[config.mk]
export PLATFORM = sky130hd
export DESIGN_NAME = atendimento_terminais
export DESIGN_NICKNAME = d
export VERILOG_FILES = /design/src/rtl/atendimento_terminais.sv
export SDC_FILE = /design/constraint.sdc
export NUM_CORES = 1
export LEC_CHECK = 0
export BUFFER_PORTS_ARGS = -buffer_cell sky130_fd_sc_hd__buf_2
export CAP_MARGIN = 10
export CORE_UTILIZATION = 44
export CTS_BUF_LIST = sky130_fd_sc_hd__clkbuf_4 sky130_fd_sc_hd__clkbuf_8
export DETAILED_ROUTE_END_ITERATION = 16
export MAX_ROUTING_LAYER = met4
export PLACE_DENSITY_LB_ADDON = 0.15
export SYNTH_ARGS = -nofsm -noshare
export SYNTH_HDL_FRONTEND = slang
export SYNTH_SLANG_ARGS = --single-unit
export TNS_END_PERCENT = 20
[constraint.sdc]
create_clock -name CLK -period 1.7 [get_ports CLK]
set_input_delay 0.085 -clock CLK [delete_from_list [all_inputs] [get_ports CLK]]
set_output_delay 0.085 -clock CLK [all_outputs]
set_load 0.005 [all_outputs]
[src/rtl/atendimento_terminais.sv]
// Two-terminal service controller: grants, releases and per-terminal served counters.
// Optional session timeout guarded by SESSAO_TIMEOUT_EN.
module atendimento_terminais #(
    parameter int TMAX = 100,
    parameter int CW   = 8
) (
    input  logic          CLK,
    input  logic          RST,
    input  logic          REQ,
    input  logic          TERMINAL1,
    input  logic          TERMINAL2,
    input  logic          FIM1,
    input  logic          FIM2,
    output logic          ACK,
    output logic          NACK,
    output logic          OCUP1,
    output logic          OCUP2,
    output logic [CW-1:0] ATEND1,
    output logic [CW-1:0] ATEND2,
    output logic          TOUT1,
    output logic          TOUT2
);

    typedef enum logic {
        LIVRE   = 1'b0,
        OCUPADO = 1'b1
    } estado_t;

    estado_t       est1_q, est2_q;
    logic          prio_q;
    logic          ack_q, nack_q;
    logic [CW-1:0] atend1_q, atend2_q;
    logic [CW-1:0] atend1_d, atend2_d;
    logic          elig1, elig2, tie;
    logic          grant1, grant2;
    logic          to1, to2;

    // prio_q = 0 favours terminal 1 on a tie
    assign elig1  = REQ & TERMINAL1 & (est1_q == LIVRE);
    assign elig2  = REQ & TERMINAL2 & (est2_q == LIVRE);
    assign tie    = elig1 & elig2;
    assign grant1 = elig1 & (~elig2 | ~prio_q);
    assign grant2 = elig2 & (~elig1 | prio_q);

    assign atend1_d = (&atend1_q) ? atend1_q : atend1_q + 1'b1;
    assign atend2_d = (&atend2_q) ? atend2_q : atend2_q + 1'b1;

`ifdef SESSAO_TIMEOUT_EN
    logic [15:0] tmr1_q, tmr2_q;
    logic        tout1_q, tout2_q;

    assign to1 = (est1_q == OCUPADO) & ~FIM1 & (tmr1_q == 16'(TMAX - 1));
    assign to2 = (est2_q == OCUPADO) & ~FIM2 & (tmr2_q == 16'(TMAX - 1));

    always_ff @(posedge CLK) begin
        if (RST) begin
            tmr1_q  <= '0;
            tmr2_q  <= '0;
            tout1_q <= 1'b0;
            tout2_q <= 1'b0;
        end else begin
            tout1_q <= to1;
            tout2_q <= to2;
            if (grant1)
                tmr1_q <= '0;
            else if (est1_q == OCUPADO)
                tmr1_q <= tmr1_q + 16'd1;
            if (grant2)
                tmr2_q <= '0;
            else if (est2_q == OCUPADO)
                tmr2_q <= tmr2_q + 16'd1;
        end
    end

    assign TOUT1 = tout1_q;
    assign TOUT2 = tout2_q;
`else
    assign to1   = 1'b0;
    assign to2   = 1'b0;
    assign TOUT1 = 1'b0;
    assign TOUT2 = 1'b0;
`endif

    always_ff @(posedge CLK) begin
        if (RST) begin
            est1_q   <= LIVRE;
            est2_q   <= LIVRE;
            prio_q   <= 1'b0;
            ack_q    <= 1'b0;
            nack_q   <= 1'b0;
            atend1_q <= '0;
            atend2_q <= '0;
        end else begin
            ack_q  <= grant1 | grant2;
            nack_q <= REQ & ~elig1 & ~elig2;
            if (tie)
                prio_q <= ~prio_q;
            if (grant1) begin
                est1_q   <= OCUPADO;
                atend1_q <= atend1_d;
            end else if (est1_q == OCUPADO && (FIM1 || to1)) begin
                est1_q <= LIVRE;
            end
            if (grant2) begin
                est2_q   <= OCUPADO;
                atend2_q <= atend2_d;
            end else if (est2_q == OCUPADO && (FIM2 || to2)) begin
                est2_q <= LIVRE;
            end
        end
    end

    assign ACK    = ack_q;
    assign NACK   = nack_q;
    assign OCUP1  = (est1_q == OCUPADO);
    assign OCUP2  = (est2_q == OCUPADO);
    assign ATEND1 = atend1_q;
    assign ATEND2 = atend2_q;

endmodule

# After elaboration in Yosys (flattened, before gate mapping)

Index checks and enable logic that the tools add are counted.

Register bits after elaboration: 21
Bits of input ports: 7
Output and inout port bits: 22
Word-level logic and storage cells: 40

$add $sub $neg: 2
Mux-type cells: 4
Bitwise operators: 19
Reduce and logical (&&, ||, !) cells: 8

Operators with widths:

| operator              | count |
|---|---|
| $add A8 B1 Y8 const B | 2 |
| $reduce_and A8 Y1     | 2 |
| $and A1 B1 Y1         | 9 |
| $not A1 Y1            | 7 |
| $mux W1               | 4 |
| $reduce_and A2 Y1     | 2 |
| $reduce_bool A2 Y1    | 2 |
| $or A1 B1 Y1          | 3 |
| $logic_and A1 B1 Y1   | 2 |

# Longest topological paths before layout

Gate-level depths: netlist of the first run.

Depth after elaboration: 6
Mapped depth: 6
Mapped depth without buffers: 5

# Worst setup path after synthesis of the first run

Ideal clock, no wire load.

Path kind: register to register
From: reg atend2_q[0] (netlist: ATEND2[0])
To: reg atend2_q[5] (netlist: ATEND2[5])
Library setup time: 0.070 ns
Arrival: 1.741 ns
Slack: -0.111 ns
Cell stages (with the launch flop): 7
Period minus slack after synthesis: 1.811 ns
Cells stage by stage: dfxtp_1 ha_1 and3_4 a211o_1 buf_6 or4_1 a21oi_1

Cells in the longest elaborated chain, start to end: 3
Elaborated cells on any way between the ends: 4
Those cells by class: add/sub (1); bitwise (1); reduce/logical (2)

RTL lines:

| item                                                  | line | text |
|---|---|---|
| start: declaration                                    | 32   | `logic [CW-1:0] atend1_q, atend2_q;` |
| start signal: assignment                              | 106  | `atend2_q <= atend2_d;` |
| branches (longest 3 deep; another with $add A8 B1 Y8) | --   |  |

Parallel ways; which one is timed is not known.
A chain may end at the register's enable or synchronous reset.

# Worst setup path after layout of the first run

From: reg atend2_q[1] (netlist: ATEND2[1])
To: reg atend2_q[5] (netlist: ATEND2[5])

Same word-level chain as after synthesis.

==> reports/qor.yml, run 1 <==
worst_setup_path:
  max_stage_delay_ps: 470
  cp_max_fo: 8
  path_class: "flop to flop"
  crit_arrival_ps: 1960
  worstPathRequired_ps: 1960
  end_kind: "flop"
  start_kind: "flop"
  cp_slowest_cell: "or4_1"
  ff2ff_setup_slack_ps: -3
  crit_family: "simple AND/OR/NAND/NOR gates"
  path_cells: "ha_4, and3_4, a211o_4, or4_1, a21oi_1"
  timing.critical_path.buf_inv: 0
cts:
  clock_path_buffers: 2
  cts-buffers-inserted: 3
  cts.sink_count: 21
  insertion_delay_ps: 310
  h-tree-depth: 1
  cts-root-buf: "clkbuf_4"
  cts_tree: "yes"
  clkTransAtPathRegs_ps: 130
synthesis:
  avgSynthCellArea_um2: 8.611
  synth_most_common_cell: "dfxtp_1"
  yosys_warnings: 0
  seq_area_frac_synth: 0.4103
  synth_edf_count: 0
  async_reset_ff_frac: 0
  yosysUniqueCellTypes: 38
  syn_inst: 119
  synth.top_cell.area_share: 0.4103
  synthesis.area_mm2: 0.001025
  synthTopCellsByCount: "dfxtp_1, nor2_1, a21oi_1, nand3_1, nand2_1"
  ys_seq_elements: 21
  ys.flop_type: "dfxtp_1"
  synth_top_area_cell: "dfxtp_1"
  synthTopCellsByArea: "dfxtp_1, nor2_1, mux2i_1, a21oi_1, nand3_1"
outcome:
  status: "finished with violations"
  violations: "setup timing"
routing:
  first_pass_iters: 4
  drt-initial-drc-count: 17
  drt_wl_total_mm: 2.160
  via_per_inst: 5.253
  drc: 0
  wl_per_cell_um: 11.61
  detail-route-antenna-nets: 0
  routed-via-count: 977
power:
  p_int_mw: 0.6428
  vdd_drop_max_v: 0.0004472
  pwr-share-clk: 0.291
  powerDensity_mw_per_mm2: 652.8
  p_sw_frac: 0.2596
  leakage_nw: 0.5901
  p_seq_frac: 0.588
  combinationalPowerShare: 0.121
  p_switching_mw: 0.2254
die:
  core_mm2: 0.002212
  dieArea_mm2: 0.002526
  die_h_um: 50.26
  fp-row-count: 17
  io_pins: 29
  start_util: 0.4632
  die_w_um: 50.26
timing:
  hold_viol: 0
  fin_skew_ps: 7.472
  fin_tns_setup_ps: -2.802
  rsz0062_at_grt: "yes"
  fmax_mhz: 587.3
  period_needed_ps: 1703
  drv_slew: 0
  setup_viol_count_final: 1
  min_period_over_period: 1.002
  whs_ps: 48.78
  layout_setup_ws_ps: -2.802
placement:
  place.detailed.hpwl_mm: 1.544
  io_buffers: 26
  routabilityCongestion: 0.7389
layout:
  synthToLayoutAreaGrowth_pct: 29.79
  fillers: 205
  drive_gt1_frac: 0.3418
  fin_nets: 168
  n_antenna_cell: 0
global_routing:
  grt_pass1_vias: 846
  grt_start_max_net_pins: 21
  antenna_found_initial: 0
  grt_pass1_wl_mm: 3.588
  grt_usage: 0.1913
  overflow: 0
flow_run:
  cap_violations: 0
hold_path:
  hp-class: "input pin to flop"
## what timing repair did
item	in CTS	in global routing
endpoints found under the hold margin	1	0
gates resized for setup	3	2
setup buffers	1	0
endpoints found under the setup margin	2	2
hold buffers	1	0
pin swaps	0	1
## per-layer routing
layer | routed length [µm] | GRT usage | part of all wire | vias to the layer above
li1 | - | - | - | 503
met1 | 1114 | 0.2524 | 0.52 | 443
met2 | 915 | 0.2889 | 0.42 | 26
met3 | 90 | 0.02727 | 0.042 | 5
met4 | 40 | 0.08571 | 0.019 | 0
met5 | 0 | - | 0 | -
## final timing paths
path,start,to,cells past startpoint
hold / removal,REQ,ACK,3
hold reg to reg,ATEND2[5],ATEND2[5],2
setup / recovery,ATEND2[1],ATEND2[5],5
setup reg to reg,ATEND2[1],ATEND2[5],5
## cells by family (layout without fill, tap and decap cells)
family          count (synthesis)  in the layout  share of synthesized area
xor+xnor                        4              4                    0.03418
flops                          21             21                     0.4103
compound gates                 23             23                     0.1429
mux                             5              5                    0.04884
fa+ha+maj                       2              2                    0.02442
other cells                     1              2                   0.003659
buf+inv                        10             48                    0.05249
simple gates                   53             53                     0.2833
## cells in the final DEF, fill, tap and decap left out, types with 2 or more instances in the layout
cell and n:
mux2i_1 5, buf_4 13, a21oi_2 2, conb_1 2, o21ai_0 5, nor4_1 3, xor2_1 4, nand3b_1 2
nand2_1 6, dfxtp_4 2, buf_2 26, or3_2 2, inv_1 4, and4_1 2, dfxtp_1 19, nand3_1 7
clkbuf_4 3, a21oi_1 7, nor2_1 15, a211oi_1 2, nand2b_1 2, nor2b_1 2, nand4_1 3
## metrics by stage
stage	total power, mW	cells	setup WS, ps	util	instance area [µm²]
finish	0.8682	186	-2.802	0.6012	1330
global route	0.9024	186	-47.97	0.6012	1330
CTS	0.8743	186	-3.941	0.5984	1324
detailed placement	0.6218	180	11.01	0.5707	1262
global placement	0.6181	180	62.05	0.5707	1262
floorplan	0.5813	120	15.18	-	1046
## area by class of cell
cell class / count / area (µm²) / area share
well taps: 28 / 35.03 / 0.02634
flip-flops and latches: 21 / 427.9 / 0.3217
clock inverters: 1 / 5.005 / 0.003763
clock buffers: 3 / 22.52 / 0.01693
repair buffers: 40 / 237.7 / 0.1787
inverters: 4 / 15.01 / 0.01129
multi-input cells: 89 / 586.8 / 0.4412
## power by group through the flow
stage	clock (mW)	sequential (mW)	combinational, mW
after global routing	0.271	0.512	0.120
final	0.253	0.510	0.105
after global placement	0	0.523	0.0947
after detailed placement	0	0.524	0.0977
after CTS	0.257	0.512	0.106
after floorplan	0	0.527	0.0543
## state kept, by name, summed over array words and instances (netlist names)
name and cells:
ACK 1, ATEND1 8, ATEND2 8, NACK 1, OCUP1 1, OCUP2 1, prio_q 1
## worst min-delay path, cell delays in order
cell      delay [ps]
buf_2            110
nand2b_1          80
nor2_1            40
No activity file was read; power rests on OpenSTA's default activity.
==> run 2: changes to the inputs <==
--- a/config.mk
+++ b/config.mk
@@ -8,7 +8,7 @@
 export BUFFER_PORTS_ARGS = -buffer_cell sky130_fd_sc_hd__buf_2
 export CAP_MARGIN = 10
 export CORE_UTILIZATION = 44
-export CTS_BUF_LIST = sky130_fd_sc_hd__clkbuf_4 sky130_fd_sc_hd__clkbuf_8
+export CTS_BUF_LIST = sky130_fd_sc_hd__clkbuf_16
 export DETAILED_ROUTE_END_ITERATION = 16
 export MAX_ROUTING_LAYER = met4
 export PLACE_DENSITY_LB_ADDON = 0.15
==> reports/qor.yml, run 2 (same netlist as run 1, synthesis figures left out) <==
outcome:
  status: "finished with violations"
  violations: "setup timing"
routing:
  drt-met1-wl_mm: 1.118  # +0.36%
  routed-via-count: 969  # -0.82%
  wl_per_cell_um: 11.71  # +0.81%
  drc: 0  # unchanged
  drt_wl_total_mm: 2.154  # -0.28%
  met2_length_um: 938  # +2.5%
  drt-initial-drc-count: 17  # unchanged
  dr_wl_met3_um: 71  # -21%
  top_layer: "met4"
  via_per_inst: 5.266  # +0.26%
  first_pass_iters: 4  # unchanged
  detail-route-antenna-nets: 0  # unchanged
die:
  io_pins: 29  # unchanged
  die_h_um: 50.26  # unchanged
  core_mm2: 0.002212  # unchanged
  fp-row-count: 17  # unchanged
  start_util: 0.4632  # unchanged
  dieArea_mm2: 0.002526  # unchanged
  die_w_um: 50.26  # unchanged
timing:
  layout_setup_ws_ps: -1.495  # +1.308 ps
  whs_ps: 49.85  # +1.074 ps
  min_period_over_period: 1.001  # about the same
  fmax_mhz: 587.7  # about the same
  hold_viol: 0  # unchanged
  fin_skew_ps: 2.763  # -4.709 ps
  rsz0062_at_grt: "yes"
  setup_viol_count_final: 1  # unchanged
  drv_slew: 0  # unchanged
  period_needed_ps: 1701  # -1.308 ps
cts:
  clkTransAtPathRegs_ps: 60  # -70 ps
  cts.sink_count: 21  # unchanged
  hold_buffers: 0  # -1
  clock_path_buffers: 2  # unchanged
  cts_tree: "yes"
  cts-root-buf: "clkbuf_16"
  h-tree-depth: 1  # unchanged
  cts-buffers-inserted: 3  # unchanged
  insertion_delay_ps: 250  # -60 ps
placement:
  io_buffers: 26  # unchanged
  place.detailed.hpwl_mm: 1.544  # unchanged
  placed_cell_area_mm2: 0.001262  # unchanged
  routabilityCongestion: 0.7389  # unchanged
power:
  p_seq_frac: 0.460  # -0.128
  vdd_drop_max_v: 0.0004575  # +2.3%
  p_switching_mw: 0.2463  # +9.3%
  combinationalPowerShare: 0.090  # -0.031
  p_sw_frac: 0.2209  # -0.03869
  pwr-share-clk: 0.450  # +0.159
  powerDensity_mw_per_mm2: 820.5  # +26%
  p_int_mw: 0.8686  # +35%
  leakage_nw: 0.6021  # +2.0%
worst_setup_path:
  path_class: "flop to flop"
  end_kind: "flop"
  reg2regPathDepth: 5  # unchanged
  cp_max_fo: 8  # unchanged
  ff2ff_setup_slack_ps: -1  # about the same
  worstReg2RegStart: "ATEND2[0]"
  crit_arrival_ps: 1890  # -70 ps
  start_kind: "flop"
  worstPathRequired_ps: 1890  # -70 ps
  crit_path_start: "ATEND2[0]"
  r2r-end: "ATEND2[4]"
global_routing:
  overflow: 0  # unchanged
  grt_usage: 0.1861  # -0.005260
  grt_start_max_net_pins: 21  # unchanged
  antenna_found_initial: 0  # unchanged
  grt_pass1_wl_mm: 3.498  # -2.5%
  grt_pass1_vias: 813  # -3.9%
layout:
  final_area_mm2: 0.001359  # +2.2%
  layout_common_cells: "buf_2, dfxtp_1, nor2_1, buf_4"
  fillers: 206  # +0.49%
  synthToLayoutAreaGrowth_pct: 32.60
  n_antenna_cell: 0  # unchanged
  fin_nets: 166  # -1.2%
  final_common_cell: "buf_2"
  drive_gt1_frac: 0.3397  # -0.002029
hold_path:
  min_from: "TERMINAL1"
  whs_endpoint: "NACK"
  hp-class: "input pin to flop"
  hold_depth: 2  # -1
flow_run:
  cap_violations: 0  # unchanged
[run 2: power groups by stage]
stage	Clock [mW]	Combinational [mW]	Sequential [mW]
final	0.502	0.100	0.513
after global routing	0.521	0.113	0.514
after CTS	0.508	0.0982	0.513
after detailed placement	0	0.0977	0.524
after global placement	0	0.0947	0.523
after floorplan	0	0.0543	0.527
[run 2: stage by stage]
step / TNS, ps / setup slack [ps] / util / instances / power (mW)
after global placement: 0 / 62.05 / 0.5707 / 180 / 0.6181
after global routing: -82.76 / -35.48 / 0.6143 / 184 / 1.149
final: -1.495 / -1.495 / 0.6143 / 184 / 1.115
after floorplan: 0 / 15.18 / - / 120 / 0.5813
after CTS: -4.018 / -4.018 / 0.6069 / 184 / 1.119
after detailed placement: 0 / 11.01 / 0.5707 / 180 / 0.6218
[run 2: routing by layer]
metal  up-vias  GRT usage
li1        498          -
met1       445     0.2448
met2        22     0.2800
met3         4    0.02727
met4         0    0.08571
met5         -          -
[run 2: how the worst max path moves through the flow]
stage / depth (start not counted) / endpoint
after detailed placement: 5 / ATEND2[4]
final: 5 / ATEND2[4]
after global placement: 5 / ATEND2[3]
after CTS: 5 / ATEND2[4]
after floorplan: 6 / ATEND2[5]
after global routing: 5 / ATEND2[5]
[run 2: worst max-delay path, stage by stage, from the launching register on]
cell	delay (ps)
dfxtp_4	360
ha_4	150
and3_4	170
a211o_4	350
or3_2	470
a21oi_2	140
[run 2: final cells by class]
cell class / count / area, µm² / share of cell area
Timing Repair Buffer: 38 / 220.2 / 0.1621
Tap cell: 28 / 35.03 / 0.02578
Sequential cell: 21 / 425.4 / 0.3131
Inverter: 4 / 15.01 / 0.01105
Clock inverter: 1 / 5.005 / 0.003683
Multi-Input combinational cell: 89 / 583.1 / 0.4291
Clock buffer: 3 / 75.07 / 0.05525
[run 2: what timing repair did]
item                       4_1_cts  5_1_grt
gates cloned                     0        0
setup endpoints to repair        1        3
buffers inserted                 0        0
pin swaps                        0        1
gates resized for setup          0        3
==> run 3: changes to the inputs <==
==> constraint.sdc (replaced) <==
create_clock -name CLK -period 1.7 [get_ports CLK]
set_input_delay 0.085 -clock CLK [delete_from_list [all_inputs] [get_ports CLK]]
set_output_delay 0.085 -clock CLK [all_outputs]
set_load 0.05 [all_outputs]
==> reports/qor.yml, run 3 (same netlist as run 1, synthesis figures left out) <==
outcome:
  status: "completed"
placement:
  placedCellCount: 176  # -2.2%
  place.detailed.hpwl_mm: 1.533  # -0.74%
  placed_cell_area_mm2: 0.001245  # -1.4%
  io_buffers: 26  # unchanged
  routabilityCongestion: 0.7653  # +3.6%
cts:
  cts.sink_count: 21  # unchanged
  cts_tree: "yes"
  insertion_delay_ps: 250  # about the same
  clock_path_buffers: 2  # unchanged
  h-tree-depth: 1  # unchanged
  clkTransAtPathRegs_ps: 60  # about the same
  hold_buffers: 0  # unchanged
  cts-buffers-inserted: 3  # unchanged
  cts-root-buf: "clkbuf_16"
routing:
  wl_per_cell_um: 11.50  # -1.8%
  drc: 0  # unchanged
  detail-route-antenna-nets: 0  # unchanged
  routed-via-count: 949  # -2.1%
  drt_wl_total_mm: 2.081  # -3.4%
  via_per_inst: 5.243  # -0.44%
  drt-initial-drc-count: 8  # -9
  first_pass_iters: 4  # unchanged
worst_setup_path:
  start_kind: "flop"
  path_class: "flop to flop"
  cp_max_fo: 7  # -1
  crit_arrival_ps: 1870  # -20 ps
  end_kind: "flop"
  worstPathRequired_ps: 1880  # about the same
power:
  p_switching_mw: 0.2803  # +14%
  vdd_drop_max_v: 0.0005441  # +19%
  combinationalPowerShare: 0.119  # +0.029
  leakage_nw: 0.5854  # -2.8%
  p_int_mw: 0.8665  # -0.24%
  p_seq_frac: 0.449  # -0.011
  powerDensity_mw_per_mm2: 859.0  # +4.7%
  pwr-share-clk: 0.432  # -0.018
  p_sw_frac: 0.2444  # +0.02353
  power.total_mw: 1.147  # +2.9%
layout:
  fin_nets: 163  # -1.8%
  final_area_mm2: 0.001335  # -1.7%
  instances_no_fill: 181  # -1.6%
  n_antenna_cell: 0  # unchanged
  synthToLayoutAreaGrowth_pct: 30.28
  layout_common_cells: "buf_2, nor2_1, dfxtp_1, a21oi_1, buf_4"
  drive_gt1_frac: 0.3595  # +0.01973
  final_common_cell: "buf_2"
global_routing:
  grt_pass1_vias: 795  # -2.2%
  grt_start_max_net_pins: 21  # unchanged
  grt_pass1_wl_mm: 3.450  # -1.4%
  antenna_found_initial: 0  # unchanged
  overflow: 0  # unchanged
  grt_usage: 0.1805  # -0.005561
die:
  core_mm2: 0.002212  # unchanged
  dieArea_mm2: 0.002526  # unchanged
  fp-row-count: 17  # unchanged
  start_util: 0.4632  # unchanged
  die_h_um: 50.26  # unchanged
  io_pins: 29  # unchanged
  die_w_um: 50.26  # unchanged
timing:
  rsz0062_at_grt: "yes"
  hold_viol: 0  # unchanged
  fmax_mhz: 592.7  # +0.84%
  setup_viol_count_final: 0  # -1
  drv_slew: 0  # unchanged
  fin_skew_ps: 6.040  # +3.278 ps
  period_needed_ps: 1687  # -14.19 ps
  fin_tns_setup_ps: 0  # +1.495 ps
  min_period_over_period: 0.9925  # -0.008348
hold_path:
  hp-class: "input pin to flop"
flow_run:
  cap_violations: 0  # unchanged
[run 3: cell count changes in the layout (fill, tap and decap cells not counted), sizes merged]
cell | previous run | this run
buf | 38 | 35
clkinv | 1 | 0
clkinvlp | 0 | 1
[run 3: area by class of cell]
| type | count | area (µm²) |
|---|---|---|
| Timing Repair Buffer | 35 | 197.7 |
| Multi-Input combinational cell | 89 | 566.8 |
| Clock buffer | 3 | 75.07 |
| Tap cell | 28 | 35.03 |
| Sequential cell | 21 | 437.9 |
| Inverter | 4 | 15.01 |
| Fill cell | 200 | 877.1 |
| Clock inverter | 1 | 7.507 |
[run 3: power groups by stage]
stage	Clock [mW]	Combinational (mW)	Sequential, mW
after floorplan	0	0.0631	0.562
after global placement	0	0.133	0.524
after detailed placement	0	0.134	0.526
after CTS	0.507	0.134	0.515
after global routing	0.523	0.148	0.516
final	0.496	0.136	0.514
[run 3: metrics by stage]
step                      hold slack [ps]    util  setup WS [ps]
final                               60.24  0.6035          12.70
after CTS                           57.14  0.6001          11.65
after global routing                73.18  0.6035         -57.78
after floorplan                     183.5       -         -63.73
after global placement              308.7  0.5628          58.73
after detailed placement            318.3  0.5628          31.41
[run 3: routing by layer]
| metal | routed length, µm | vias to the layer above | global-route usage |
|---|---|---|---|
| met5 | 0 | - | - |
| met4 | 9 | 0 | 0.05714 |
| met3 | 93 | 2 | 0.03939 |
| met2 | 874 | 22 | 0.2644 |
| met1 | 1104 | 430 | 0.2462 |
| li1 | - | 495 | - |
[run 3: timing repair]
action,CTS,global route
buffers inserted,0,1
gates resized for setup,0,0
setup endpoints to repair,0,8
[run 3: path summary, 6_finish.rpt]
kind	startpoint	end	slack [ps]	cells after the start
worst min register to register	ATEND2[5]	ATEND2[5]	500	2
worst max-delay path	ATEND2[0]	ATEND2[5]	10	5
worst min-delay path	TERMINAL1	NACK	60	2
worst max register to register	ATEND2[0]	ATEND2[5]	10	5
[run 3: worst max-delay path, cell delays in order (launching register included)]
cell     delay, ps
dfxtp_4        360
ha_4           170
and3_4         170
a211o_1        310
or4_1          480
a21oi_1        130
